$ cat src/rtl/tag_match_scanner_if.sv
// Match-address stream from the tag scanner to the row write-back / readout controller.
// The scanner drives valid/addr/last; the consumer drives ready.
interface tag_match_scanner_if #(
    parameter int ADDR_WIDTH = 7
);
    logic                  match_valid;
    logic                  match_ready;
    logic [ADDR_WIDTH-1:0] match_addr;
    logic                  match_last;

    modport master (
        output match_valid,
        output match_addr,
        output match_last,
        input  match_ready
    );

    modport slave (
        input  match_valid,
        input  match_addr,
        input  match_last,
        output match_ready
    );
endinterface

$ cat src/rtl/tag_match_scanner.sv
// Snapshots a tag vector on start and streams the index of every set bit, lowest first,
// one per valid/ready handshake; reports the handshake count and a no-match flag.
module tag_match_scanner #(
    parameter int DATA_DEPTH = 128,
    parameter int ADDR_WIDTH = 7,
    parameter int CNT_WIDTH  = 8
) (
    input  logic                  clk,
    input  logic                  rst,
    input  logic                  start_i,
    input  logic [DATA_DEPTH-1:0] tag_in_i,
    tag_match_scanner_if.master   mbus,
    output logic                  busy_o,
    output logic                  done_o,
    output logic [CNT_WIDTH-1:0]  match_count_o,
    output logic                  none_o
);

    typedef enum logic [1:0] {
        IDLE = 2'd0,
        SCAN = 2'd1,
        DONE = 2'd2
    } state_e;

    localparam logic [DATA_DEPTH-1:0] ONE_VEC  = DATA_DEPTH'(1);
    localparam logic [CNT_WIDTH-1:0]  ONE_CNT  = CNT_WIDTH'(1);

    state_e                state_q, state_d;
    logic [DATA_DEPTH-1:0] pending_q, pending_d;
    logic [CNT_WIDTH-1:0]  count_q, count_d;
    logic                  none_q, none_d;

    logic                  pendingAny;
    logic                  singleBit;
    logic                  handshake;
    logic [ADDR_WIDTH-1:0] lowestIdx;
    logic [DATA_DEPTH-1:0] pendingLowCleared;

    // x & (x-1) drops the lowest set bit; it doubles as the "exactly one bit left" test.
    assign pendingAny        = |pending_q;
    assign pendingLowCleared = pending_q & (pending_q - ONE_VEC);
    assign singleBit         = pendingAny && (pendingLowCleared == '0);

    always_comb begin
        lowestIdx = '0;
        for (int i = DATA_DEPTH - 1; i >= 0; i--) begin
            if (pending_q[i]) begin
                lowestIdx = ADDR_WIDTH'(i);
            end
        end
    end

    assign mbus.match_valid = (state_q == SCAN) && pendingAny;
    assign mbus.match_addr  = lowestIdx;
    assign mbus.match_last  = (state_q == SCAN) && singleBit;
    assign handshake        = mbus.match_valid && mbus.match_ready;

    assign busy_o        = (state_q == SCAN) || (state_q == DONE);
    assign done_o        = (state_q == DONE);
    assign match_count_o = count_q;
    assign none_o        = none_q;

    always_ff @(posedge clk or negedge rst) begin
        if (!rst) begin
            state_q   <= IDLE;
            pending_q <= '0;
            count_q   <= '0;
            none_q    <= 1'b0;
        end else begin
            state_q   <= state_d;
            pending_q <= pending_d;
            count_q   <= count_d;
            none_q    <= none_d;
        end
    end

    // none is latched on the way into DONE so it is already visible alongside the done pulse.
    always_comb begin
        state_d   = state_q;
        pending_d = pending_q;
        count_d   = count_q;
        none_d    = none_q;
        case (state_q)
            IDLE: begin
                if (start_i) begin
                    pending_d = tag_in_i;
                    count_d   = '0;
                    none_d    = 1'b0;
                    state_d   = SCAN;
                end
            end
            SCAN: begin
                if (pendingAny) begin
                    if (handshake) begin
                        pending_d = pendingLowCleared;
                        count_d   = count_q + ONE_CNT;
                    end
                end else begin
                    none_d  = (count_q == '0);
                    state_d = DONE;
                end
            end
            DONE: begin
                state_d = IDLE;
            end
            default: begin
                state_d = IDLE;
            end
        endcase
    end

endmodule

$ cat src/flat_wrapper.sv
// flat-port wrapper written by rule: the top's interface ports become plain ports
module tag_match_scanner_flat 
#(
    parameter int DATA_DEPTH = 128,
    parameter int ADDR_WIDTH = 7,
    parameter int CNT_WIDTH  = 8
)
  (clk, rst, start_i, tag_in_i, busy_o, done_o, match_count_o, none_o, mbus_match_valid, mbus_match_addr, mbus_match_last, mbus_match_ready);
  tag_match_scanner_if #(.ADDR_WIDTH(ADDR_WIDTH)) mbus_i ();
  input  logic clk;
  input  logic rst;
  input  logic start_i;
  input  logic [DATA_DEPTH-1:0] tag_in_i;
  output logic busy_o;
  output logic done_o;
  output logic [CNT_WIDTH-1:0] match_count_o;
  output logic none_o;
  output wire logic [$bits(mbus_i.match_valid)-1:0] mbus_match_valid;
  output wire logic [$bits(mbus_i.match_addr)-1:0] mbus_match_addr;
  output wire logic [$bits(mbus_i.match_last)-1:0] mbus_match_last;
  input wire logic [$bits(mbus_i.match_ready)-1:0] mbus_match_ready;
  assign mbus_match_valid = mbus_i.match_valid;
  assign mbus_match_addr = mbus_i.match_addr;
  assign mbus_match_last = mbus_i.match_last;
  assign mbus_i.match_ready = mbus_match_ready;
  tag_match_scanner #(.DATA_DEPTH(DATA_DEPTH), .ADDR_WIDTH(ADDR_WIDTH), .CNT_WIDTH(CNT_WIDTH)) u_core (.clk(clk), .rst(rst), .start_i(start_i), .tag_in_i(tag_in_i), .mbus(mbus_i), .busy_o(busy_o), .done_o(done_o), .match_count_o(match_count_o), .none_o(none_o));
endmodule
$ cat config.mk
export PLATFORM = sky130hd
export DESIGN_NAME = tag_match_scanner_flat
export DESIGN_NICKNAME = d
export VERILOG_FILES = /design/src/rtl/tag_match_scanner_if.sv /design/src/rtl/tag_match_scanner.sv /design/src/flat_wrapper.sv
export SDC_FILE = /design/constraint.sdc
export NUM_CORES = 1
export LEC_CHECK = 0
export ABC_AREA = 1
export BUFFER_PORTS_ARGS = -buffer_cell sky130_fd_sc_hd__clkbuf_2
export CAP_MARGIN = 40
export CORE_UTILIZATION = 43
export CTS_CLUSTER_DIAMETER = 60
export DETAILED_ROUTE_END_ITERATION = 6
export GPL_TIMING_DRIVEN = 0
export PLACE_DENSITY = 0.73
export SKIP_LAST_GASP = 1
export SYNTH_ARGS = -nofsm -noshare
export SYNTH_HDL_FRONTEND = slang
export SYNTH_SLANG_ARGS = --single-unit
$ cat constraint.sdc
create_clock -name clk -period 10.92 [get_ports clk]
set_input_delay 1.638 -clock clk [delete_from_list [all_inputs] [get_ports clk]]
set_output_delay 1.638 -clock clk [all_outputs]
set_load 0.005 [all_outputs]
==> flow_metrics.env <==
export IMPL_timing_final_crit_share_pct=85.87
export IMPL_intPower_uw=1802
export IMPL_slew_headroom_pct=47.42
export IMPL_drive_gt1_share_pct=11.53
export IMPL_r2r_cells=31
export IMPL_slew_viol_final=0
export IMPL_power_frac_seq_pct=30.7
export IMPL_viasPerCell=5.260
export IMPL_setup_viol=0
export IMPL_post_cts_resized=0
export IMPL_rsz0062_at_grt="no"
export IMPL_place_area_mm2=0.01136
export IMPL_worstPathRequired_ns=9.28
export IMPL_post_dp_hpwl_um=25510
export IMPL_combinationalPowerShare_pct=51.3
export IMPL_critical_path_startpoint="u_core.pending_q[126]"
export IMPL_crit_path_end="mbus_match_addr[0]"
export IMPL_ys_async_sr_fraction_pct=100.0
export IMPL_status="finished clean"
export IMPL_first_global_vias=10790
export IMPL_final_cell_mix="nor2_1 (406), inv_1 (335), nand2_1 (248), clkbuf_2 (150), dfrtp_1 (139)"
export IMPL_max_freq_mhz=106.6
export IMPL_end_kind="output port"
export IMPL_cts_sinks=139
export IMPL_routed_wl_um=32720
export IMPL_syn_num_nets=1721
export IMPL_core_mm2=0.02292
export IMPL_cts_setup_buffers=0
export IMPL_place_ws_ns=2.159
export IMPL_synth_cell_type_count=37
export IMPL_start_util_pct=44.37
export IMPL_yosysSeqAreaShare_pct=34.21
export IMPL_timing_rr_start="u_core.pending_q[0]"
export IMPL_drt_pre_antenna_iters=6
export IMPL_grt_use_met1_pct=36.18
export IMPL_design_area_mm2=0.01198
export IMPL_timing_rr_end="u_core.pending_q[89]"
export IMPL_grt_max_degree=99
export IMPL_dp_cells=2050
export IMPL_pin_count=152
export IMPL_root_buffer="clkbuf_16"
export IMPL_grt_first_pass_wirelength_um=52900
export IMPL_layout_commonest_cell="nor2_1"
export IMPL_finalClockSkew_ns=0.01079
export IMPL_die_y_um=155.8
export IMPL_clockPowerShare_pct=18.0
export IMPL_drcViolationCount=0
export IMPL_antenna_cells=0
export IMPL_fp_row_count=55
export IMPL_vias=10950
export IMPL_cts_hold_buf=0
export IMPL_die_area_mm2=0.02426
export IMPL_cts_tree="yes"
export IMPL_hold_class="flop to flop"
export IMPL_synth_ff_type="dfrtp_1"
export IMPL_synth_edff_count=0
export IMPL_total_power_uw=3431
export IMPL_pwr_density_cell_mw_per_mm2=286.5
export IMPL_ant_nets=0
export IMPL_drv_cap=0
export IMPL_area_delta_synth_final_pct=17.78
export IMPL_start_kind="flop"
export IMPL_grt_util_met3_pct=5.417
export IMPL_final_nets=1893
export IMPL_layout_setup_ws_ns=1.543
export IMPL_cts_buffer_depth=2
export IMPL_port_buffers=151
export IMPL_min_from="u_core.none_o"
export IMPL_netlist_instances=1584
export IMPL_ir_worst_vdd_v=0.0001187
export IMPL_grt_total_usage_pct=27.89
export IMPL_rrSetupSlack_ns=4.81
export IMPL_dieWidth_um=155.8
export IMPL_worstPathMaxFanout=5
export IMPL_max_stage_delay_ns=0.42
export IMPL_critical_path_class="flop to output port"
export IMPL_instances_no_fill=2082
export IMPL_wire_per_inst_um=15.72
export IMPL_grt_util_met2_pct=46.10
export IMPL_insertion_delay_ns=0.43
export IMPL_cp_common_cell="nand2_1"
export IMPL_finalSetupTns_ns=0
export IMPL_busiest_layer="met2"
export IMPL_finalCriticalPeriod_ns=9.377
export IMPL_crit_slowest_cell="dfrtp_1"
export IMPL_syn_area_per_cell_um2=6.419
export IMPL_worst_slew_pin_slew_ns=0.7868
export IMPL_swShare_pct=47.47
export IMPL_ys_warn_count=0
export IMPL_cp_arrival_ns=7.74
export IMPL_cts_buffers=17
export IMPL_grt_ovfl_total=0
export IMPL_ys_ff_latch=139
export IMPL_place_gp_congestion=0.9626
export IMPL_htree_levels=4
export IMPL_p_leak_uw=0.005581
export IMPL_hold_viol=0
export IMPL_clk_pin_slew_ns=0.07
export IMPL_drt_iter0_drc=949
export IMPL_switchingPower_uw=1629
export IMPL_syn_area_mm2=0.01017
export IMPL_antenna_found_initial=0
logic make-up (layout without fill, tap and decap cells):
family	after synthesis	in the layout	synth area share (%)
AO/OA/AOI/OAI	263	263	17.36
adder cells (fa/ha/maj)	5	5	0.6153
buffers and inverters	397	582	16.55
flip-flops	139	139	34.21
AND/OR/NAND/NOR	780	780	31.26
worst min-delay path by stage:
stage | end | slack, ns | cells after the start
global route | u_core.none_o | 0.54 | 2
CTS | u_core.none_o | 0.50 | 2
finish | u_core.none_o | 0.49 | 2
detailed placement | u_core.none_o | 0.48 | 2
global placement | u_core.none_o | 0.48 | 2
floorplan | u_core.none_o | 0.48 | 2
final cells by class:
class / count / area (um^2)
fill: 2326 / 10940
multi-input combinational: 1048 / 5006
sequential: 139 / 3478
inverter: 356 / 1529
timing repair buffer: 153 / 803.3
clock buffer: 18 / 429.2
tap: 313 / 391.6
clock inverter: 14 / 183.9
buffer: 41 / 153.9
synthesized netlist by cell type (5+ instances only):
master,count,area [um^2]
a21oi_1,57,285.3
a221oi_1,92,805.8
bufinv_8,14,245.2
clkbuf_1,38,142.6
dfrtp_1,139,3478
ha_1,5,62.56
inv_1,335,1257
inv_2,5,18.77
nand2_1,248,930.9
nand3_1,26,130.1
nand4_1,40,250.2
nor2_1,406,1524
nor3_1,36,180.2
nor4_1,15,93.84
o21ai_0,65,325.3
o22ai_1,21,131.4
o31ai_1,8,60.06
state kept, by name (all words and copies together), names as in the netlist:
name and flops:
u_core.match_count_o 8, u_core.none_o 1, u_core.pending_q 128, u_core.state_q 2
routing by layer:
metal	routed length (um)	share of wire, %	vias to the layer above
met5	0	0	-
met3	2165	6.6	61
li1	-	-	5443
met4	939	2.9	0
met1	14350	44	5064
met2	15270	47	383
critical path: cells and delay by family, from the launching register on:
family	cells	cell delay (ns)
simple gates	125	6.53
compound gates	1	0.14
buf+inv	2	0.20
flops	1	0.42
power groups by stage:
stage	registers, uW	clock network [uW]	logic [uW]
floorplan	972	0	1300
global placement	1040	0	1690
detailed placement	1040	0	1740
CTS	1040	625	1750
global route	1090	647	1990
finish	1050	619	1760
through the flow:
step	hold slack, ns	utilization (%)
floorplan	0.4762	-
global placement	0.4766	49.37
detailed placement	0.4840	49.58
CTS	0.5007	52.26
global route	0.5442	52.26
finish	0.4935	52.26
No activity file was read; power rests on OpenSTA's default activity.
